$ cat src/rtl/pipe_ctrl.sv
// Pipeline control unit: arbitrates trap/jump redirects and stall requesters,
// drives per-stage stall/flush vectors, and watches for stalls that never clear.
module pipe_ctrl #(
    parameter int                      ADDR_W       = 32,
    parameter int                      STAGES       = 4,
    parameter int                      NUM_REQ      = 4,
    parameter logic [4*NUM_REQ-1:0]    REQ_LEVELS   = {4'd2, 4'd2, 4'd0, 4'd2},
    parameter int                      JUMP_STAGE   = 2,
    parameter int                      FLUSH_CYCLES = 1,
    parameter int                      TIMEOUT      = 255
) (
    input  logic                clk,
    input  logic                rst,
    input  logic                jump_flag_i,
    input  logic [ADDR_W-1:0]   jump_addr_i,
    input  logic                trap_flag_i,
    input  logic [ADDR_W-1:0]   trap_addr_i,
    input  logic [NUM_REQ-1:0]  hold_req_i,
    input  logic                err_clr_i,
    output logic                jump_flag_o,
    output logic [ADDR_W-1:0]   jump_addr_o,
    output logic [STAGES-1:0]   stall_o,
    output logic [STAGES-1:0]   flush_o,
    output logic                timeout_o,
    output logic                hold_err_o,
    output logic                busy_o
);

    localparam logic [1:0] ST_RUN   = 2'd0;
    localparam logic [1:0] ST_FLUSH = 2'd1;
    localparam logic [1:0] ST_STALL = 2'd2;

    localparam int CNT_W = (FLUSH_CYCLES > 1) ? $clog2(FLUSH_CYCLES + 1) : 1;
    localparam int WD_W  = (TIMEOUT > 1) ? $clog2(TIMEOUT + 1) : 1;

    localparam logic [CNT_W-1:0] CNT_RELOAD = CNT_W'(FLUSH_CYCLES - 1);
    localparam logic [CNT_W-1:0] CNT_LAST   = CNT_W'(1);
    localparam logic [WD_W-1:0]  WD_MAX     = WD_W'(TIMEOUT);

    function automatic logic [STAGES-1:0] jump_mask();
        logic [STAGES-1:0] m;
        m = '0;
        for (int s = 1; s < STAGES; s++) begin
            m[s] = (s <= JUMP_STAGE);
        end
        return m;
    endfunction

    localparam logic [STAGES-1:0] JMASK = jump_mask();

    function automatic logic [3:0] max_level(input logic [NUM_REQ-1:0] req);
        logic [3:0] m;
        m = '0;
        for (int i = 0; i < NUM_REQ; i++) begin
            if (req[i] && (REQ_LEVELS[4*i +: 4] > m)) begin
                m = REQ_LEVELS[4*i +: 4];
            end
        end
        return m;
    endfunction

    function automatic logic [STAGES-1:0] thermo(input logic [3:0] lvl);
        logic [STAGES-1:0] t;
        for (int s = 0; s < STAGES; s++) begin
            t[s] = (s <= int'(lvl));
        end
        return t;
    endfunction

    function automatic logic [WD_W-1:0] wd_sat_inc(input logic [WD_W-1:0] v);
        return (v == WD_MAX) ? v : v + WD_W'(1);
    endfunction

    logic [1:0]         state_q,    state_d;
    logic [CNT_W-1:0]   cnt_q,      cnt_d;
    logic [WD_W-1:0]    wd_q,       wd_d;
    logic               hold_err_q, hold_err_d;
    logic               busy_q,     busy_d;

    logic               redir;
    logic               any_req;
    logic [STAGES-1:0]  stall_raw;
    logic               stalled;

    always_comb begin
        redir       = trap_flag_i | jump_flag_i;
        jump_flag_o = redir;
        jump_addr_o = trap_flag_i ? trap_addr_i : jump_addr_i;

        any_req   = |hold_req_i;
        stall_raw = any_req ? thermo(max_level(hold_req_i)) : '0;

        // Redirect cycle releases every register so the PC can take the target.
        stall_o = stall_raw;
        flush_o = '0;
        if (redir) begin
            stall_o = '0;
            flush_o = JMASK;
        end else if (state_q == ST_FLUSH) begin
            stall_o = stall_raw & ~JMASK;
            flush_o = JMASK;
        end

        state_d = state_q;
        cnt_d   = cnt_q;
        if (redir) begin
            if (FLUSH_CYCLES == 1) begin
                state_d = ST_RUN;
                cnt_d   = '0;
            end else begin
                state_d = ST_FLUSH;
                cnt_d   = CNT_RELOAD;
            end
        end else begin
            case (state_q)
                ST_RUN: begin
                    if (any_req) state_d = ST_STALL;
                end
                ST_FLUSH: begin
                    cnt_d = cnt_q - CNT_W'(1);
                    if (cnt_q == CNT_LAST) begin
                        cnt_d   = '0;
                        state_d = any_req ? ST_STALL : ST_RUN;
                    end
                end
                ST_STALL: begin
                    if (!any_req) state_d = ST_RUN;
                end
                default: begin
                    state_d = ST_RUN;
                    cnt_d   = '0;
                end
            endcase
        end
        busy_d = (state_d != ST_RUN);

        // Watchdog: pulse only on the cycle the count reaches its ceiling.
        stalled    = |stall_o;
        wd_d       = stalled ? wd_sat_inc(wd_q) : '0;
        timeout_o  = stalled && (wd_q != WD_MAX) && (wd_d == WD_MAX);
        hold_err_d = timeout_o ? 1'b1 : (err_clr_i ? 1'b0 : hold_err_q);
    end

    always_ff @(posedge clk) begin
        if (rst) begin
            state_q    <= ST_RUN;
            cnt_q      <= '0;
            wd_q       <= '0;
            hold_err_q <= 1'b0;
            busy_q     <= 1'b0;
        end else begin
            state_q    <= state_d;
            cnt_q      <= cnt_d;
            wd_q       <= wd_d;
            hold_err_q <= hold_err_d;
            busy_q     <= busy_d;
        end
    end

    assign hold_err_o = hold_err_q;
    assign busy_o     = busy_q;

endmodule

$ cat config.mk
export PLATFORM = sky130hd
export DESIGN_NAME = pipe_ctrl
export DESIGN_NICKNAME = d
export VERILOG_FILES = /design/src/rtl/pipe_ctrl.sv
export SDC_FILE = /design/constraint.sdc
export NUM_CORES = 1
export LEC_CHECK = 0
export ABC_AREA = 1
export CORE_AREA = 2 2 62 64
export CTS_BUF_LIST = sky130_fd_sc_hd__clkbuf_8
export DETAILED_ROUTE_END_ITERATION = 10
export DIE_AREA = 0 0 64 66
export PLACE_DENSITY_LB_ADDON = 0.08
export SLEW_MARGIN = 20
export SYNTH_ARGS = -nofsm -noshare
export SYNTH_HDL_FRONTEND = slang
export SYNTH_SLANG_ARGS = --single-unit
$ cat constraint.sdc
create_clock -name clk -period 2.5 [get_ports clk]
set_input_delay 0.375 -clock clk [delete_from_list [all_inputs] [get_ports clk]]
set_output_delay 0.375 -clock clk [all_outputs]
set_load 0.005 [all_outputs]
==> results of run 1 <==
-- kinds of logic (layout without fill, tap and decap cells) --
logic type                 count (synthesis)  in the layout
AOI/OAI and AO/OA                          9              9
muxes                                     32             32
other                                      1              3
adders and majority gates                  1              1
and+or+nand+nor                           65             65
xor gates and xnor gates                   2              2
DFF                                       13             13
buffers and inverters                     20            134
-- cell type report --
class / instances / area [sq um]
Multi-Input combinational cell: 112 / 750.7
Inverter: 11 / 41.29
Clock buffer: 3 / 41.29
Timing Repair Buffer: 119 / 1187
Sequential cell: 13 / 261.5
Tap cell: 48 / 60.06
Clock inverter: 1 / 3.754
Fill cell: 310 / 1205
-- placed cells by master, fill, tap and decap left out, types with 3 or more instances in the layout --
| cell type | synthesis | routed |
|---|---|---|
| buf_4 | 5 | 5 |
| nor2_1 | 21 | 20 |
| nor3_1 | 3 | 3 |
| dfxtp_1 | 13 | 12 |
| clkdlybuf4s50_1 | 0 | 112 |
| nand3_1 | 6 | 6 |
| nand2_1 | 28 | 28 |
| o21bai_1 | 3 | 3 |
| mux2_2 | 32 | 32 |
| clkbuf_8 | 0 | 3 |
| conb_1 | 1 | 3 |
| nor2_2 | 2 | 3 |
| inv_1 | 11 | 12 |
-- worst paths after layout --
path / cells after the start / endpoint / slack [ns]
max: 5 / jump_addr_o[12] / 0.09
max reg2reg: 11 / hold_err_o$_SDFFE_PP0P_ / 0.84
min reg2reg: 1 / cnt_q$_SDFFE_PP0N_ / 0.47
min: 1 / cnt_q$_SDFFE_PP0N_ / 0.47
-- worst max-delay path, stage by stage --
cell and delay (ns):
clkdlybuf4s50_1 0.48, buf_4 0.14, buf_12 0.19, mux2_2 0.35
clkdlybuf4s50_1 0.48
-- layer usage --
layer  routed length, um  share of wire [%]
met1                1591                 38
met5                   0                  0
met4                 103                2.5
met2                1896                 45
met3                 601                 14
-- what timing repair did --
action                     in CTS  in global routing
setup buffers                   2                  0
resized for setup               3                  0
hold buffers                    0                  0
setup endpoints to repair       1                  0
-- registers in the layout (all words and copies together), names as in the netlist --
name and count:
busy_o 1, state_q 2, wd_q 8, hold_err_o 1
cnt_q 1
-- power groups by stage --
stage | combinational [mW] | clock [mW] | sequential, mW
after detailed placement | 0.292 | 0 | 0.215
after floorplan | 0.0829 | 0 | 0.215
after global placement | 0.292 | 0 | 0.215
final | 0.293 | 0.187 | 0.211
after CTS | 0.295 | 0.195 | 0.211
after global routing | 0.314 | 0.201 | 0.211
==> impl_metrics.csv, run 1 <==
group,metric,value,unit
run_status,status,"completed",
setup_path,worstSetupPathType,"in2out",
global_route,antenna_found_initial,0,
routing,routed_wl,4.192,mm
cells_and_area,post-route-util,66.07,%
sta,fin_skew,0.001057,ns
synthesis,synthAdderAreaFrac,1.135,%
worst_hold_path,hp-class,"reg2reg",
routing,final_antenna_net_count,0,
job,cap_violations,0,
floorplan,fp.dieArea,4224,sq um
worst_hold_path,min-delay-start,"state_q[0]$_SDFF_PP0_",
setup_path,cp_data_arrival_time,2.03,ns
synthesis,syn_area,1102,sq um
pwr,total_power,0.6907,mW
synthesis,synthXorXnorAreaFrac,1.589,%
pwr,intPower,0.5362,mW
cts,clock_latency,0.25,ns
routing,vias,1378,
global_route,use_met2,32.94,%
sta,setup_tns,0,ns
cts,numCtsBuffers,3,
cells_and_area,drive_gt1_share,18.92,%
sta,fin_ws,0.09118,ns
synthesis,ys_warn_count,0,
sta,finalCriticalPeriod,2.409,ns
global_route,use_met3,13.12,%
routing,drt_first_pass_iters,4,
setup_path,crit_required,2.12,ns
setup_path,path_max_fanout,30,
routing,post_drt_via_cell_ratio,4.489,
pwr,combPwrFrac,42.4,%
synthesis,synth_top_family_by_area,"multiplexers",
sta,fmax,0.4151,GHz
pwr,powerDensity,294.4,nW/um^2
synthesis,async_flop_share,0,%
pwr,seqPwrFrac,30.5,%
synthesis,synth_edf_count,0,
sta,setup_viol,0,
cells_and_area,final_cell_count_no_fill,307,
cts,cts_tree,"yes",
synthesis,synth_commonest_cells,"mux2_2 (32), nand2_1 (28), nor2_1 (21), dfxtp_1 (13), inv_1 (11)",
synthesis,synth_compound_area_share,6.356,%
place,hpwl,3.600,mm
sta,holdWs,0.4686,ns
synthesis,syn_area_per_cell,7.708,sq um
synthesis,syn_inst,143,
place,io_buffers,113,
floorplan,io_pins,117,
global_route,grt_pass1_wl,6.575,mm
pwr,clock_power_share,27.1,%
synthesis,ys_types,27,
floorplan,start_util,31.04,%
global_route,grt_max_degree,31,
synthesis,yosysTopAreaCellShare,32.69,%
global_route,gr-usage-all-layers,20.61,%
floorplan,die_h,66,um
routing,drt-wirelength-per-cell,13.65,um
place,dpl_worst_slack,0.002133,ns
floorplan,dieWidth,64,um
cts,clk_path_buf_depth,2,
place,post-place-cells,301,
global_route,top_usage_layer,"met2",
place,placed_cell_area,2283,sq um
setup_path,crit_start,"trap_flag_i",
synthesis,yosysMostFrequentCell,"mux2_2",
cells_and_area,n_antenna_cell,0,
pwr,ir_drop,0.1355,mV
pwr,swShare,22.37,%
synthesis,synth-simple-area-share,25.09,%
floorplan,core_area,3551,sq um
cts,cts.sinks,13,
pwr,p_leak,0.9177,nW
synthesis,synthMuxAreaShare,32.69,%
sta,post-route-period-util,96.35,%
synthesis,synth-seq-cells,13,
setup_path,worstReg2RegStart,"wd_q[0]$_SDFF_PP0_",
routing,first_iter_violations,47,
global_route,grt_pass1_vias,1438,
pwr,power_switching,0.1545,mW
setup_path,endpoint_kind,"primary output",
sta,hold_viol_final,0,
synthesis,ys_seq_area_share,23.61,%
place,finalWeightedCongestion,0.7512,
routing,drc_errors,0,
sta,slew_violations,0,
global_route,grt.overflow.total,0,
cts,clkTransAtPathRegs,0.05,ns
synthesis,synth_area_leader_cell,"mux2_2",
cts,ctsHtreeMaxLevel,1,
cells_and_area,nNetsFinal,334,
sta,rsz0062_at_grt,"false",
synthesis,ys.flop_type,"dfxtp_1",
floorplan,num_rows,22,
synthesis,netlist_top_cells_area,"mux2_2 (33%), dfxtp_1 (24%), nand2_1 (9.5%), nor2_1 (7.2%), inv_1 (3.7%)",
setup_path,start_kind,"primary input",
cts,clockRootBuffer,"clkbuf_8",
cells_and_area,syn2layout_area_growth,112.8,%
global_route,use_met1,21.01,%
cells_and_area,final_area,2346,sq um
No activity file was read; power rests on OpenSTA's default activity.
==> run 2, diff against run 1 <==
Settings changed: CTS_BUF_LIST sky130_fd_sc_hd__clkbuf_8 to sky130_fd_sc_hd__clkbuf_4.
==> impl_metrics.csv, run 2 (synthesis results as in run 1) <==
group,metric,value,unit
pwr,seqPwrFrac,32.7,%
pwr,swShare,22.45,%
cells_and_area,layout_commonest_cell,"clkdlybuf4s50_1",
cells_and_area,reg.largest.list,"wd_q: 8 flops, state_q: 2 flops",
setup_path,r2r_setup_slack,0.87,ns
routing,post_drt_via_cell_ratio,4.505,
setup_path,rr_worst_depth,11,
setup_path,endpoint_kind,"primary output",
setup_path,path_max_fanout,30,
pwr,powerDensity,276.4,nW/um^2
cts,numCtsBuffers,3,
floorplan,fp.dieArea,4224,sq um
pwr,power_switching,0.1447,mW
cells_and_area,nNetsFinal,334,
setup_path,cp_data_arrival_time,2.03,ns
floorplan,die_h,66,um
sta,rsz0062_at_grt,"false",
setup_path,crit_start,"trap_flag_i",
sta,fmax,0.4151,GHz
cts,ctsHtreeMaxLevel,1,
floorplan,dieWidth,64,um
setup_path,r2r_end,"hold_err_o$_SDFFE_PP0P_",
pwr,p_leak,0.9096,nW
pwr,total_power,0.6445,mW
sta,finalCriticalPeriod,2.409,ns
cells_and_area,drive_gt1_share,19.69,%
floorplan,num_rows,22,
cts,cts.sinks,13,
sta,hold_viol_final,0,
setup_path,crit_slowest_cell,"clkdlybuf4s50_1",
place,io_buffers,113,
pwr,intPower,0.4999,mW
routing,first_iter_violations,49,
place,hpwl,3.600,mm
cts,clk_path_buf_depth,2,
global_route,gr-usage-all-layers,20.39,%
place,finalWeightedCongestion,0.7512,
setup_path,path_common_cell,"clkdlybuf4s50_1",
cells_and_area,post-route-util,65.68,%
setup_path,crit_required,2.12,ns
sta,holdWs,0.4709,ns
floorplan,start_util,31.04,%
cells_and_area,top_register,"wd_q",
sta,setup_viol,0,
floorplan,core_area,3551,sq um
cells_and_area,largest_reg_flops,8,
pwr,clock_power_share,21.9,%
sta,setup_tns,0,ns
routing,drt-wirelength-per-cell,13.63,um
cells_and_area,regArea,262.8,sq um
routing,drt_first_pass_iters,4,
routing,final_antenna_net_count,0,
cells_and_area,syn2layout_area_growth,111.6,%
floorplan,io_pins,117,
cells_and_area,fill_cells,310,
setup_path,start_kind,"primary input",
pwr,combPwrFrac,45.4,%
global_route,antenna_found_initial,0,
cts,clock_latency,0.28,ns
cells_and_area,layout_common_cells,"clkdlybuf4s50_1 (112), mux2_2 (32), nand2_1 (28)",
sta,slew_violations,0,
routing,drc_errors,0,
setup_path,worstReg2RegStart,"wd_q[1]$_SDFF_PP0_",
global_route,grt_pass1_vias,1430,
setup_path,crit_end,"jump_addr_o[12]",
cts,cts_tree,"yes",
global_route,grt_max_degree,31,
cts,hold_buffers,0,
cells_and_area,multi_input_area,750.7,sq um
routing,vias,1383,
sta,fin_skew,0.001614,ns
cts,clockRootBuffer,"clkbuf_4",
worst_hold_path,hp-class,"reg2reg",
sta,post-route-period-util,96.35,%
place,placed_cell_area,2283,sq um
setup_path,worstSetupPathType,"in2out",
routing,routed_wl,4.185,mm
run_status,status,"completed",
global_route,grt_pass1_wl,6.561,mm
cells_and_area,final_area,2332,sq um
job,cap_violations,0,
cells_and_area,n_antenna_cell,0,
setup_path,max_stage_delay,0.48,ns
pwr,ir_drop,0.1084,mV
setup_path,crit_chain,"clkdlybuf4s50_1 -> buf_4 -> buf_12 -> mux2_2 -> clkdlybuf4s50_1",
global_route,grt.overflow.total,0,
cts,clkTransAtPathRegs,0.07,ns
-- run 2: routing by layer --
layer  share of wire (%)  track usage (%)  wire length (um)  up-vias
li1                    -                -                 -      699
met1                  38            21.11              1577      613
met2                  45            32.81              1901       65
met3                  15            13.12               623        6
met4                 2.0            8.152                82        0
met5                   0                0                 0        -
-- run 2: power by group through the flow --
| stage | Combinational [mW] | Sequential, mW | Clock [mW] |
|---|---|---|---|
| floorplan | 0.0829 | 0.215 | 0 |
| finish | 0.293 | 0.211 | 0.141 |
| global placement | 0.292 | 0.215 | 0 |
| detailed placement | 0.292 | 0.215 | 0 |
| global route | 0.314 | 0.211 | 0.157 |
| CTS | 0.295 | 0.211 | 0.148 |
-- run 2: what timing repair did --
item / in CTS / in global routing
buffers inserted: 2 / 0
resized for setup: 4 / 0
setup endpoints to repair: 1 / 0
-- run 2: critical path: cells and delay by family --
kind	cells	cell delay, ns
buf+inv	4	1.29
mux	1	0.35
-- run 2: cell type report --
cell class | instances | share of cell area [%]
clock buffers | 4 | 1.288
inverters | 11 | 1.770
multi-input cells | 112 | 32.19
flip-flops and latches | 13 | 11.27
well taps | 48 | 2.575
repair buffers | 119 | 50.91
-- run 2: how the worst min path moves through the flow --
stage	from	endpoint	slack [ns]	depth (start not counted)
floorplan	state_q[0]$_SDFF_PP0_	cnt_q$_SDFFE_PP0N_	0.44	1
global placement	state_q[0]$_SDFF_PP0_	cnt_q$_SDFFE_PP0N_	0.47	1
detailed placement	state_q[0]$_SDFF_PP0_	cnt_q$_SDFFE_PP0N_	0.46	1
CTS	state_q[0]$_SDFF_PP0_	cnt_q$_SDFFE_PP0N_	0.47	1
global route	state_q[0]$_SDFF_PP0_	cnt_q$_SDFFE_PP0N_	0.52	1
finish	state_q[0]$_SDFF_PP0_	cnt_q$_SDFFE_PP0N_	0.47	1
-- run 2: per-stage QoR --
step                worst slack, ns  instances
finish                      0.09114        307
global route                0.03154        307
CTS                         0.08838        307
detailed placement         0.002133        301
global placement            0.03349        301
floorplan                    0.8104        145
